### src/rtl/i2c_target_if.sv
// Bus bundle for the I2C target: raw pin levels, open-drain SDA enable and the
// host-side receive FIFO / transmit byte handshake.
interface i2c_target_if #(
    parameter int W = 8,
    parameter int M = 4
);
    logic         scl_in;
    logic         sda_in;
    logic         sda_oe;
    logic [W-1:0] rx_data;
    logic         rx_rd;
    logic         rx_empty;
    logic         rx_full;
    logic         rx_overflow;
    logic         clear_overflow;
    logic [M:0]   rx_count;
    logic [W-1:0] tx_data;
    logic         tx_req;
    logic         busy;

    modport slave (
        input  scl_in, sda_in, rx_rd, clear_overflow, tx_data,
        output sda_oe, rx_data, rx_empty, rx_full, rx_overflow, rx_count, tx_req, busy
    );

    modport master (
        output scl_in, sda_in, rx_rd, clear_overflow, tx_data,
        input  sda_oe, rx_data, rx_empty, rx_full, rx_overflow, rx_count, tx_req, busy
    );
endinterface

### src/rtl/i2c_target.sv
// I2C target endpoint: START/STOP detection, 7-bit address match, write bytes
// into a first-word fall-through RX FIFO, read bytes served from tx_data.
module i2c_target #(
    parameter logic [6:0] OWN_ADDR = 7'h50,
    parameter int         W        = 8,
    parameter int         M        = 4
) (
    input logic         clk,
    input logic         reset,
    i2c_target_if.slave bus
);

    typedef enum logic [2:0] {
        S_IDLE, S_ADDR, S_ADDR_ACK, S_WR_DATA, S_WR_ACK, S_RD_DATA, S_RD_ACK, S_IGNORE
    } state_t;

    localparam int             DEPTH  = 1 << M;
    localparam logic [M:0]     C_FULL = (M+1)'(DEPTH);

    state_t       r_state;
    state_t       w_nextState;

    logic [1:0]   r_sclSync;
    logic [1:0]   r_sdaSync;
    logic         r_sclPrev;
    logic         r_sdaPrev;
    logic         w_scl;
    logic         w_sda;
    logic         w_sclRise;
    logic         w_sclFall;
    logic         w_start;
    logic         w_stop;

    logic [2:0]   r_bitCnt;
    logic         r_byteDone;
    logic [W-1:0] r_shift;
    logic [W-1:0] r_txShift;
    logic         r_sdaOe;
    logic         r_busy;
    logic         r_overflow;
    logic         w_addrMatch;
    logic         w_shiftState;

    logic         w_sdaOeNext;
    logic         w_busyNext;
    logic         w_txLoad;
    logic         w_push;
    logic         w_setOvf;

    logic [W-1:0] r_mem [DEPTH];
    logic [M:0]   r_wrPtr;
    logic [M:0]   r_rdPtr;
    logic [M:0]   w_count;
    logic         w_empty;
    logic         w_full;
    logic         w_pop;
    logic         w_canPush;

    // Synchronizers idle high so a reset never fakes a START or SCL edge.
    always_ff @(posedge clk) begin
        if (reset) begin
            r_sclSync <= 2'b11;
            r_sdaSync <= 2'b11;
            r_sclPrev <= 1'b1;
            r_sdaPrev <= 1'b1;
        end else begin
            r_sclSync <= {r_sclSync[0], bus.scl_in};
            r_sdaSync <= {r_sdaSync[0], bus.sda_in};
            r_sclPrev <= r_sclSync[1];
            r_sdaPrev <= r_sdaSync[1];
        end
    end

    assign w_scl        = r_sclSync[1];
    assign w_sda        = r_sdaSync[1];
    assign w_sclRise    = w_scl & ~r_sclPrev;
    assign w_sclFall    = ~w_scl & r_sclPrev;
    assign w_start      = w_scl & r_sclPrev & r_sdaPrev & ~w_sda;
    assign w_stop       = w_scl & r_sclPrev & ~r_sdaPrev & w_sda;
    assign w_addrMatch  = (r_shift[W-1:1] == OWN_ADDR);
    assign w_shiftState = (r_state == S_ADDR) || (r_state == S_WR_DATA) || (r_state == S_RD_DATA);

    always_ff @(posedge clk) begin
        if (reset) begin
            r_state <= S_IDLE;
        end else begin
            r_state <= w_nextState;
        end
    end

    always_comb begin
        w_nextState = r_state;
        if (w_start) begin
            w_nextState = S_ADDR;
        end else if (w_stop) begin
            w_nextState = S_IDLE;
        end else begin
            case (r_state)
                S_ADDR:     if (w_sclFall && r_byteDone) w_nextState = w_addrMatch ? S_ADDR_ACK : S_IGNORE;
                S_ADDR_ACK: if (w_sclFall) w_nextState = r_shift[0] ? S_RD_DATA : S_WR_DATA;
                S_WR_DATA:  if (w_sclFall && r_byteDone) w_nextState = S_WR_ACK;
                S_WR_ACK:   if (w_sclFall) w_nextState = S_WR_DATA;
                S_RD_DATA:  if (w_sclFall && r_byteDone) w_nextState = S_RD_ACK;
                S_RD_ACK: begin
                    if (w_sclRise && w_sda) begin
                        w_nextState = S_IGNORE;
                    end else if (w_sclFall) begin
                        w_nextState = S_RD_DATA;
                    end
                end
                default: ;
            endcase
        end
    end

    // The first SCL fall after START precedes any bit, so byteDone gates completion.
    always_comb begin
        w_sdaOeNext = r_sdaOe;
        w_txLoad    = 1'b0;
        w_push      = 1'b0;
        w_setOvf    = 1'b0;
        if (w_start || w_stop) begin
            w_sdaOeNext = 1'b0;
        end else if (w_sclFall) begin
            case (r_state)
                S_ADDR: begin
                    if (r_byteDone) w_sdaOeNext = w_addrMatch;
                end
                S_ADDR_ACK: begin
                    if (r_shift[0]) begin
                        w_txLoad    = 1'b1;
                        w_sdaOeNext = ~bus.tx_data[W-1];
                    end else begin
                        w_sdaOeNext = 1'b0;
                    end
                end
                S_WR_DATA: begin
                    if (r_byteDone) begin
                        if (w_canPush) begin
                            w_push      = 1'b1;
                            w_sdaOeNext = 1'b1;
                        end else begin
                            w_setOvf    = 1'b1;
                            w_sdaOeNext = 1'b0;
                        end
                    end
                end
                S_RD_DATA:  w_sdaOeNext = r_byteDone ? 1'b0 : ~r_txShift[W-1];
                S_RD_ACK: begin
                    w_txLoad    = 1'b1;
                    w_sdaOeNext = ~bus.tx_data[W-1];
                end
                default:    w_sdaOeNext = 1'b0;
            endcase
        end

        case (w_nextState)
            S_ADDR_ACK, S_WR_DATA, S_WR_ACK, S_RD_DATA, S_RD_ACK: w_busyNext = 1'b1;
            S_ADDR:  w_busyNext = r_busy;
            default: w_busyNext = 1'b0;
        endcase
    end

    always_ff @(posedge clk) begin
        if (reset) begin
            r_bitCnt   <= 3'd0;
            r_byteDone <= 1'b0;
            r_shift    <= '0;
        end else if (w_start || w_stop) begin
            r_bitCnt   <= 3'd0;
            r_byteDone <= 1'b0;
        end else if (w_sclRise && w_shiftState) begin
            r_bitCnt <= r_bitCnt + 3'd1;
            r_shift  <= {r_shift[W-2:0], w_sda};
            if (r_bitCnt == 3'd7) r_byteDone <= 1'b1;
        end else if (w_sclFall) begin
            r_byteDone <= 1'b0;
        end
    end

    // An overflow in the same clock as clear_overflow keeps the flag set.
    always_ff @(posedge clk) begin
        if (reset) begin
            r_sdaOe    <= 1'b0;
            r_busy     <= 1'b0;
            r_txShift  <= '0;
            r_overflow <= 1'b0;
        end else begin
            r_sdaOe <= w_sdaOeNext;
            r_busy  <= w_busyNext;
            if (w_txLoad) begin
                r_txShift <= {bus.tx_data[W-2:0], 1'b0};
            end else if (w_sclFall && (r_state == S_RD_DATA) && !r_byteDone) begin
                r_txShift <= {r_txShift[W-2:0], 1'b0};
            end
            if (w_setOvf) begin
                r_overflow <= 1'b1;
            end else if (bus.clear_overflow) begin
                r_overflow <= 1'b0;
            end
        end
    end

    // A pop in the same clock frees a slot, so a push into a full FIFO is accepted.
    assign w_count   = r_wrPtr - r_rdPtr;
    assign w_empty   = (w_count == '0);
    assign w_full    = (w_count == C_FULL);
    assign w_pop     = bus.rx_rd & ~w_empty;
    assign w_canPush = ~w_full | w_pop;

    always_ff @(posedge clk) begin
        if (w_push) r_mem[r_wrPtr[M-1:0]] <= r_shift;
    end

    always_ff @(posedge clk) begin
        if (reset) begin
            r_wrPtr <= '0;
            r_rdPtr <= '0;
        end else begin
            if (w_push) r_wrPtr <= r_wrPtr + 1'b1;
            if (w_pop)  r_rdPtr <= r_rdPtr + 1'b1;
        end
    end

    assign bus.sda_oe      = r_sdaOe;
    assign bus.busy        = r_busy;
    assign bus.tx_req      = w_txLoad;
    assign bus.rx_overflow = r_overflow;
    assign bus.rx_empty    = w_empty;
    assign bus.rx_full     = w_full;
    assign bus.rx_count    = w_count;
    assign bus.rx_data     = w_empty ? '0 : r_mem[r_rdPtr[M-1:0]];

endmodule

### src/flat_wrapper.sv
// flat-port wrapper written by rule: the top's interface ports become plain ports
module i2c_target_flat 
#(
    parameter logic [6:0] OWN_ADDR = 7'h50,
    parameter int         W        = 8,
    parameter int         M        = 4
)
  (clk, reset, bus_scl_in, bus_sda_in, bus_rx_rd, bus_clear_overflow, bus_tx_data, bus_sda_oe, bus_rx_data, bus_rx_empty, bus_rx_full, bus_rx_overflow, bus_rx_count, bus_tx_req, bus_busy);
  i2c_target_if #(.W(W), .M(M)) bus_i ();
  input logic clk;
  input logic reset;
  input wire logic [$bits(bus_i.scl_in)-1:0] bus_scl_in;
  input wire logic [$bits(bus_i.sda_in)-1:0] bus_sda_in;
  input wire logic [$bits(bus_i.rx_rd)-1:0] bus_rx_rd;
  input wire logic [$bits(bus_i.clear_overflow)-1:0] bus_clear_overflow;
  input wire logic [$bits(bus_i.tx_data)-1:0] bus_tx_data;
  output wire logic [$bits(bus_i.sda_oe)-1:0] bus_sda_oe;
  output wire logic [$bits(bus_i.rx_data)-1:0] bus_rx_data;
  output wire logic [$bits(bus_i.rx_empty)-1:0] bus_rx_empty;
  output wire logic [$bits(bus_i.rx_full)-1:0] bus_rx_full;
  output wire logic [$bits(bus_i.rx_overflow)-1:0] bus_rx_overflow;
  output wire logic [$bits(bus_i.rx_count)-1:0] bus_rx_count;
  output wire logic [$bits(bus_i.tx_req)-1:0] bus_tx_req;
  output wire logic [$bits(bus_i.busy)-1:0] bus_busy;
  assign bus_i.scl_in = bus_scl_in;
  assign bus_i.sda_in = bus_sda_in;
  assign bus_i.rx_rd = bus_rx_rd;
  assign bus_i.clear_overflow = bus_clear_overflow;
  assign bus_i.tx_data = bus_tx_data;
  assign bus_sda_oe = bus_i.sda_oe;
  assign bus_rx_data = bus_i.rx_data;
  assign bus_rx_empty = bus_i.rx_empty;
  assign bus_rx_full = bus_i.rx_full;
  assign bus_rx_overflow = bus_i.rx_overflow;
  assign bus_rx_count = bus_i.rx_count;
  assign bus_tx_req = bus_i.tx_req;
  assign bus_busy = bus_i.busy;
  i2c_target #(.OWN_ADDR(OWN_ADDR), .W(W), .M(M)) u_core (.clk(clk), .reset(reset), .bus(bus_i));
endmodule
### config.mk
export PLATFORM = sky130hd
export DESIGN_NAME = i2c_target_flat
export DESIGN_NICKNAME = d
export VERILOG_FILES = /design/src/rtl/i2c_target_if.sv /design/src/rtl/i2c_target.sv /design/src/flat_wrapper.sv
export SDC_FILE = /design/constraint.sdc
export NUM_CORES = 1
export LEC_CHECK = 0
export CAP_MARGIN = 20
export CORE_ASPECT_RATIO = 0.9
export CORE_UTILIZATION = 54
export DETAILED_ROUTE_END_ITERATION = 8
export PLACE_DENSITY = 0.79
export SYNTH_ARGS = -nofsm -noshare
export SYNTH_HDL_FRONTEND = slang
export SYNTH_SLANG_ARGS = --single-unit
### constraint.sdc
create_clock -name clk -period 3 [get_ports clk]
set_clock_uncertainty 0.15 [all_clocks]
set_input_delay 0.6 -clock clk [delete_from_list [all_inputs] [get_ports clk]]
set_output_delay 0.6 -clock clk [all_outputs]
set_load 0.1 [all_outputs]
# ---- Word level (Yosys, flattened, before mapping)
# Memories as Yosys holds them, arrays and structs flattened. A register that Yosys moved wholly into a read port is not among the register bits.
# Cells that the tools add are included.
dict set report word_totals {
  register_bits 41
  input_bits 14
  output_inout_bits 19
  ramBits 128
  n_memories 1
}
dict set report classes {
  bitwise 18
  reduce_logical 18
  eq_ne 18
  add_sub_neg 4
  n_mux 44
}
# name depth width rd rd_clocked_by_memory_dff write_ports line
set mem_list {}
lappend mem_list {u_core.r_mem 16 8 1 1 1 i2c_target.sv:50} ;# logic [W-1:0] r_mem [DEPTH];
# op n
set op_table {}
lappend op_table {{2-to-1 mux 3 bit} 11}
lappend op_table {{2-to-1 mux 1 bit} 24}
lappend op_table {{2-to-1 mux 8 bit} 3}
lappend op_table {{== test 3 bit (second input constant)} 7}
lappend op_table {{one-hot mux 3 bit (6 select lines)} 1}
lappend op_table {{== test 3 x 2 -> 1 bit (second input constant)} 4}
lappend op_table {{adder 5 x 1 -> 5 bit (second input constant)} 2}
lappend op_table {{NOT 1 bit} 9}
lappend op_table {{bitwise AND 1 bit} 8}
lappend op_table {{2-to-1 mux 4 bit} 2}
lappend op_table {{== test 7 bit (second input constant)} 1}
lappend op_table {{== test 3 x 1 -> 1 bit (second input constant)} 2}
lappend op_table {{nonzero test 2 bit} 3}
lappend op_table {{== test 5 bit (second input constant)} 1}
lappend op_table {{logical AND 1 bit} 5}
lappend op_table {{logical NOT 5 bit} 1}
lappend op_table {{one-hot mux 1 bit (5 select lines)} 1}
lappend op_table {{OR reduction 5 bit} 1}
lappend op_table {{subtractor 5 bit} 1}
lappend op_table {{!= test 2 x 1 -> 1 bit (second input constant)} 2}
lappend op_table {{one-hot mux 1 bit (2 select lines)} 2}
lappend op_table {{AND reduction 2 bit} 2}
lappend op_table {{adder 3 x 1 -> 3 bit (second input constant)} 1}
lappend op_table {{logical OR 1 bit} 3}
lappend op_table {{5 further kinds} 5}

# ---- Logic depth before layout (Yosys ltp)
dict set report depth {
  depth_word 12
  mapped_depth 11
  mapped_depth_nobuf 10
}

# ---- Least setup slack after synthesis
# OpenSTA, ideal clock, no wires.
dict set report synth_timing {
  path_kind {reg2out}
  startpoint {reg u_core.r_wrPtr[0]}
  endpoint {out bus_rx_data[0]}
  t_required_ns 2.250
  slack_ns -2.147
  path_stages_with_launch 10
  t_arrival_ns 4.397
  cell_sequence {dfxtp_1 > inv_1 > ha_1 > fa_1 > xnor2_2 > nor2_1 > mux2i_4 > nor2_1 > buf_4 > nor2b_1}
}
dict set report synth_between {
  elab_chain_cells 3
}
# item line
set synth_lines {}
lappend synth_lines {{start, declared} i2c_target.sv:51} ;# logic [M:0] r_wrPtr;
lappend synth_lines {{start signal, assigned} i2c_target.sv:220} ;# if (w_push) r_wrPtr <= r_wrPtr + 1'b1;
lappend synth_lines {{subtractor 5 bit} i2c_target.sv:205} ;# assign w_count = r_wrPtr - r_rdPtr;
lappend synth_lines {{via bus_rx_count[2]} flat_wrapper.sv:22} ;# output wire logic [$bits(bus_i.rx_count)-1:0] bus_rx_count;
lappend synth_lines {{logical NOT 5 bit} i2c_target.sv:206} ;# assign w_empty = (w_count == '0);
lappend synth_lines {{via bus_rx_empty} flat_wrapper.sv:19} ;# output wire logic [$bits(bus_i.rx_empty)-1:0] bus_rx_empty;
lappend synth_lines {{2-to-1 mux 8 bit} i2c_target.sv:232} ;# assign bus.rx_data = w_empty ? '0 : r_mem[r_rdPtr[M-1:0]];
lappend synth_lines {{end, declared} flat_wrapper.sv:18} ;# output wire logic [$bits(bus_i.rx_data)-1:0] bus_rx_data;
# The timed path passes the listed nets, and every way through them passes these cells.

# ---- Final worst setup path
dict set report layout_timing {
  startpoint {reg u_core.r_wrPtr[0]}
  endpoint {out bus_rx_data[7]}
}
dict set report layout_between {
  elab_chain_cells 3
}
# item line
set layout_lines {}
lappend layout_lines {{subtractor 5 bit} i2c_target.sv:205}
lappend layout_lines {{logical NOT 5 bit} i2c_target.sv:206}
lappend layout_lines {{2-to-1 mux 8 bit} i2c_target.sv:232}
# No other way between the ends.

==> impl_summary.txt <==
----------------------------------------------------
[Die]
  Count of pins on the block boundary ... 33
  Initial Util ... 56.3%
  DIE WIDTH ... 124 um
  Die height ... 112 um
  Number of core rows ... 39
  Core footprint ... 12900 um2
  Overall die area ... 13900 um2

[Critical path]
  Category of the critical setup timing path ... reg2out
  Cell with the most instances on the worst path ... sky130_fd_sc_hd__buf_12
  Biggest fanout along the worst timing path ... 6
  Crit path buffers/inverters ... 4
  Critical path data required time ... 2.25 ns
  Slowest cell on the critical path ... sky130_fd_sc_hd__fa_2
  Internal reg-to-reg setup slack ... 0.01 ns
  Critical-path cell list ... inv_2, ha_4, fa_2, xnor2_4, nor4_4, mux2i_4, nor2_4, buf_4, buf_12, nor2b_4, buf_12
  Delay of the slowest cell on the worst path ... 0.39 ns
  Top cell family by delay on the critical path ... adder cells
  Startpoint class of the critical path ... register
  CP Capture Type ... output pin
  Arrival time of data at the critical path endpoint ... 2.62 ns

[Synthesis]
  Post-synthesis simple-gate area fraction ... 8.93%
  Most used flip-flop cell after synthesis ... sky130_fd_sc_hd__edfxtp_1
  Average footprint of a synthesized cell ... 15.8 um2
  Compound-gate portion of the synthesized area ... 4.64%
  Dominant combinational cell family by area after synthesis ... multiplexers
  XOR/XNOR share of the synthesized area ... 1.42%
  #FFs+latches synth ... 173
  Mux cell area share after synthesis ... 15.2%
  Number of unique standard cell types used by synthesis ... 51
  Async S/R FF share, synth ... 0%
  Adder-cell share of the synthesized area ... 2.18%
  Gate Count Post-Synth ... 460
  Net count after synthesis ... 486
  Sequential-to-total area share from yosys stat ... 65.5%
  Post-synthesis instance area ... 7250 um2
  Total of warnings raised by yosys ... 0
  Count of flip-flops with a built-in enable after synthesis ... 128

[STA]
  Headroom to the max-slew limit ... 39.8%
  Number of pins with negative max-slew slack in the final report ... 0
  Worst setup margin ... -0.368 ns
  Unrepaired setup endpoints after global routing ... true
  # setup viols final ... 11
  Slew of the pin with the lowest slew margin ... 0.902 ns
  Tightest hold margin ... 0.258 ns
  Maximum clock frequency ... 297 MHz
  Post-layout min period ... 3.37 ns
  Ratio of final minimum period to clock period ... 112%
  Endpoints failing hold ... 0

[Power and ir drop]
  Max rail drop VDD ... 0.000713 V
  Net switching power ... 2900 uW
  Clock network fraction of design power ... 27.3%
  Fraction of power consumed by sequential logic ... 31.4%
  Power density over the cells ... 907 nW/um2
  Internal power component ... 5350 uW
  Total leakage power ... 0.00317 uW
  Sw frac ... 35.2%
  Combinational group share of total power ... 41.3%

[Final layout]
  Area growth syn-to-layout ... 25.6%
  Share of layout cells above drive strength 1 ... 35.5%
  Multi-input combinational cell area ... 2570 um2
  ANT cells ... 0
  Finished layout cell area ... 9100 um2
  Final cell count without fillers ... 713
  Fill count ... 814
  Area taken by flip-flops and latches ... 4750 um2
  Most common cell after layout, fill and taps aside ... sky130_fd_sc_hd__edfxtp_1
  Final net count ... 562
  Leading cell types in the layout, fill and taps excluded ... sky130_fd_sc_hd__edfxtp_1 (128), sky130_fd_sc_hd__dfxtp_1 (42), sky130_fd_sc_hd__mux4_2 (40), sky130_fd_sc_hd__buf_4 (40), sky130_fd_sc_hd__nor2_1 (36)

[GRT]
  Wire length of the first global-routing pass ... 24.2 mm
  Pin count of the biggest net entering global routing ... 30
  Number of global-route vias before repair ... 4349
  Total GRT Usage ... 24.6%
  Overflow left after global routing ... 0
  Antenna violations before repair ... 0

[Routing]
  Average via count per standard cell ... 5.95
  Routed wirelength normalized by instance count ... 21.9 um
  Total iterations of the first detailed-routing run ... 5
  Detailed Route Iter0 Violations ... 374
  Residual antenna-violating net count after detailed routing ... 0
  Via count ... 4241
  Drc violations ... 0
  Total length of routed wires ... 15.6 mm

[Status]
  Result of the run ... finished, violations left
  Failing checks ... setup timing

[CTS]
  Clock buffer depth ... 2
  TritonCTS Buffers ... 17
  Register clock-pin slew on the reported worst setup and hold paths ... 0.06 ns
  Clk Latency, worst-skew pair ... 0.43 ns
  TritonCTS clock tree ... done
  Clock sinks ... 173
  CTS H-Tree Depth ... 4
  Root Buffer ... sky130_fd_sc_hd__clkbuf_16

[Min path]
  Worst min-delay path category ... reg2reg

[Flow run]
  Number of max-capacitance violations reported ... 0

[Placement]
  Port bufs ... 32
  Placed Instances ... 664
  Final GP Congestion ... 0.868
  Placed instance area ... 8280 um2
  DP Wirelength ... 9.89 mm

----------------------------------------------------
-- synth_stat cells, drive strengths merged, types with 3 or more instances --
cell    number  area share (%)
edfxtp     128              53
dfxtp       45              12
nor2        42             2.2
mux4        40              12
mux2i       19             2.8
clkbuf      14            0.73
inv         14            0.73
nor2b       14             1.2
a21oi       13            0.95
and2        13             1.1
nand2       13            0.67
o21ai       13            0.90
ha          11             1.9
nor3        10            0.85
or2          9            0.78
a211oi       8            0.83
buf          8            0.69
or3          5            0.43
xnor2        5            0.71
xor2         5            0.71
nand3        3            0.21
nor4         3            0.47
o31ai        3            0.50
-- cell type report --
class / instances / area share [%]
Sequential cell: 173 / 52.2
Multi-Input combinational cell: 251 / 28.3
Timing Repair Buffer: 79 / 9.91
Clock buffer: 22 / 5.32
Tap cell: 164 / 2.26
Clock inverter: 10 / 1.40
Inverter: 14 / 0.619
-- registers in the layout (all words and copies together) (netlist names), named ones only --
signal	cells
u_core.bus.rx_overflow	1
u_core.r_sdaPrev	1
u_core.r_byteDone	1
u_core.r_state	3
u_core.r_mem	128
u_core.r_bitCnt	3
u_core.r_txShift	7
u_core.r_sclPrev	1
u_core.bus.sda_oe	1
u_core.bus.busy	1
u_core.r_rdPtr	5
u_core.r_sdaSync	2
u_core.r_wrPtr	5
u_core.r_sclSync	2
u_core.r_shift	8
-- routing by layer --
layer | track usage [%] | share of wire (%)
met5 | 0 | 0
met2 | 41.4 | 54
met4 | 9.37 | 2.0
met1 | 30.4 | 39
met3 | 6.15 | 5.3
-- metrics by stage --
step,setup WS (ns),total power [uW],setup TNS (ns),utilization [%]
final,-0.368,8250,-3.61,70.6
after global routing,-0.460,8500,-7.22,70.6
after CTS,-0.343,8260,-3.37,69.8
after detailed placement,0.00843,5800,0,64.3
after global placement,0.0684,5760,0,64.3
after floorplan,-0.648,4760,-48.87,-
-- cell families after synthesis --
family | count (synthesis)
fa+ha+maj | 12
compound gates | 48
simple gates | 122
mux | 59
xor+xnor | 10
flops | 173
buf+inv | 36
-- path summary, 6_finish.rpt --
| check | startpoint | cells after the start | to |
|---|---|---|---|
| hold reg to reg | u_core.r_sdaSync[0] | 1 | u_core.r_sdaSync[1] |
| setup reg to reg | u_core.r_wrPtr[0] | 12 | u_core.r_mem[9][7] |
| hold / removal | u_core.r_sdaSync[0] | 1 | u_core.r_sdaSync[1] |
| setup / recovery | u_core.r_wrPtr[0] | 11 | bus_rx_data[7] |
-- repair_timing --
item | in CTS | in global routing
resized for setup | 3 | 16
setup buffers | 8 | 12
pin swaps | 6 | 10
hold buffers | 0 | 0
endpoints found under the setup margin | 46 | 132
gates cloned | 1 | 0
hold endpoints to repair | 0 | 0
-- power groups by stage --
stage	combinational [uW]	sequential [uW]	clock, uW
2_1_floorplan	2120	2640	0
3_3_place_gp	3110	2640	0
5_1_grt	3550	2600	2360
4_1_cts	3390	2590	2280
6_report	3410	2590	2250
3_5_place_dp	3150	2650	0
(Power assumes the default switching activity.)
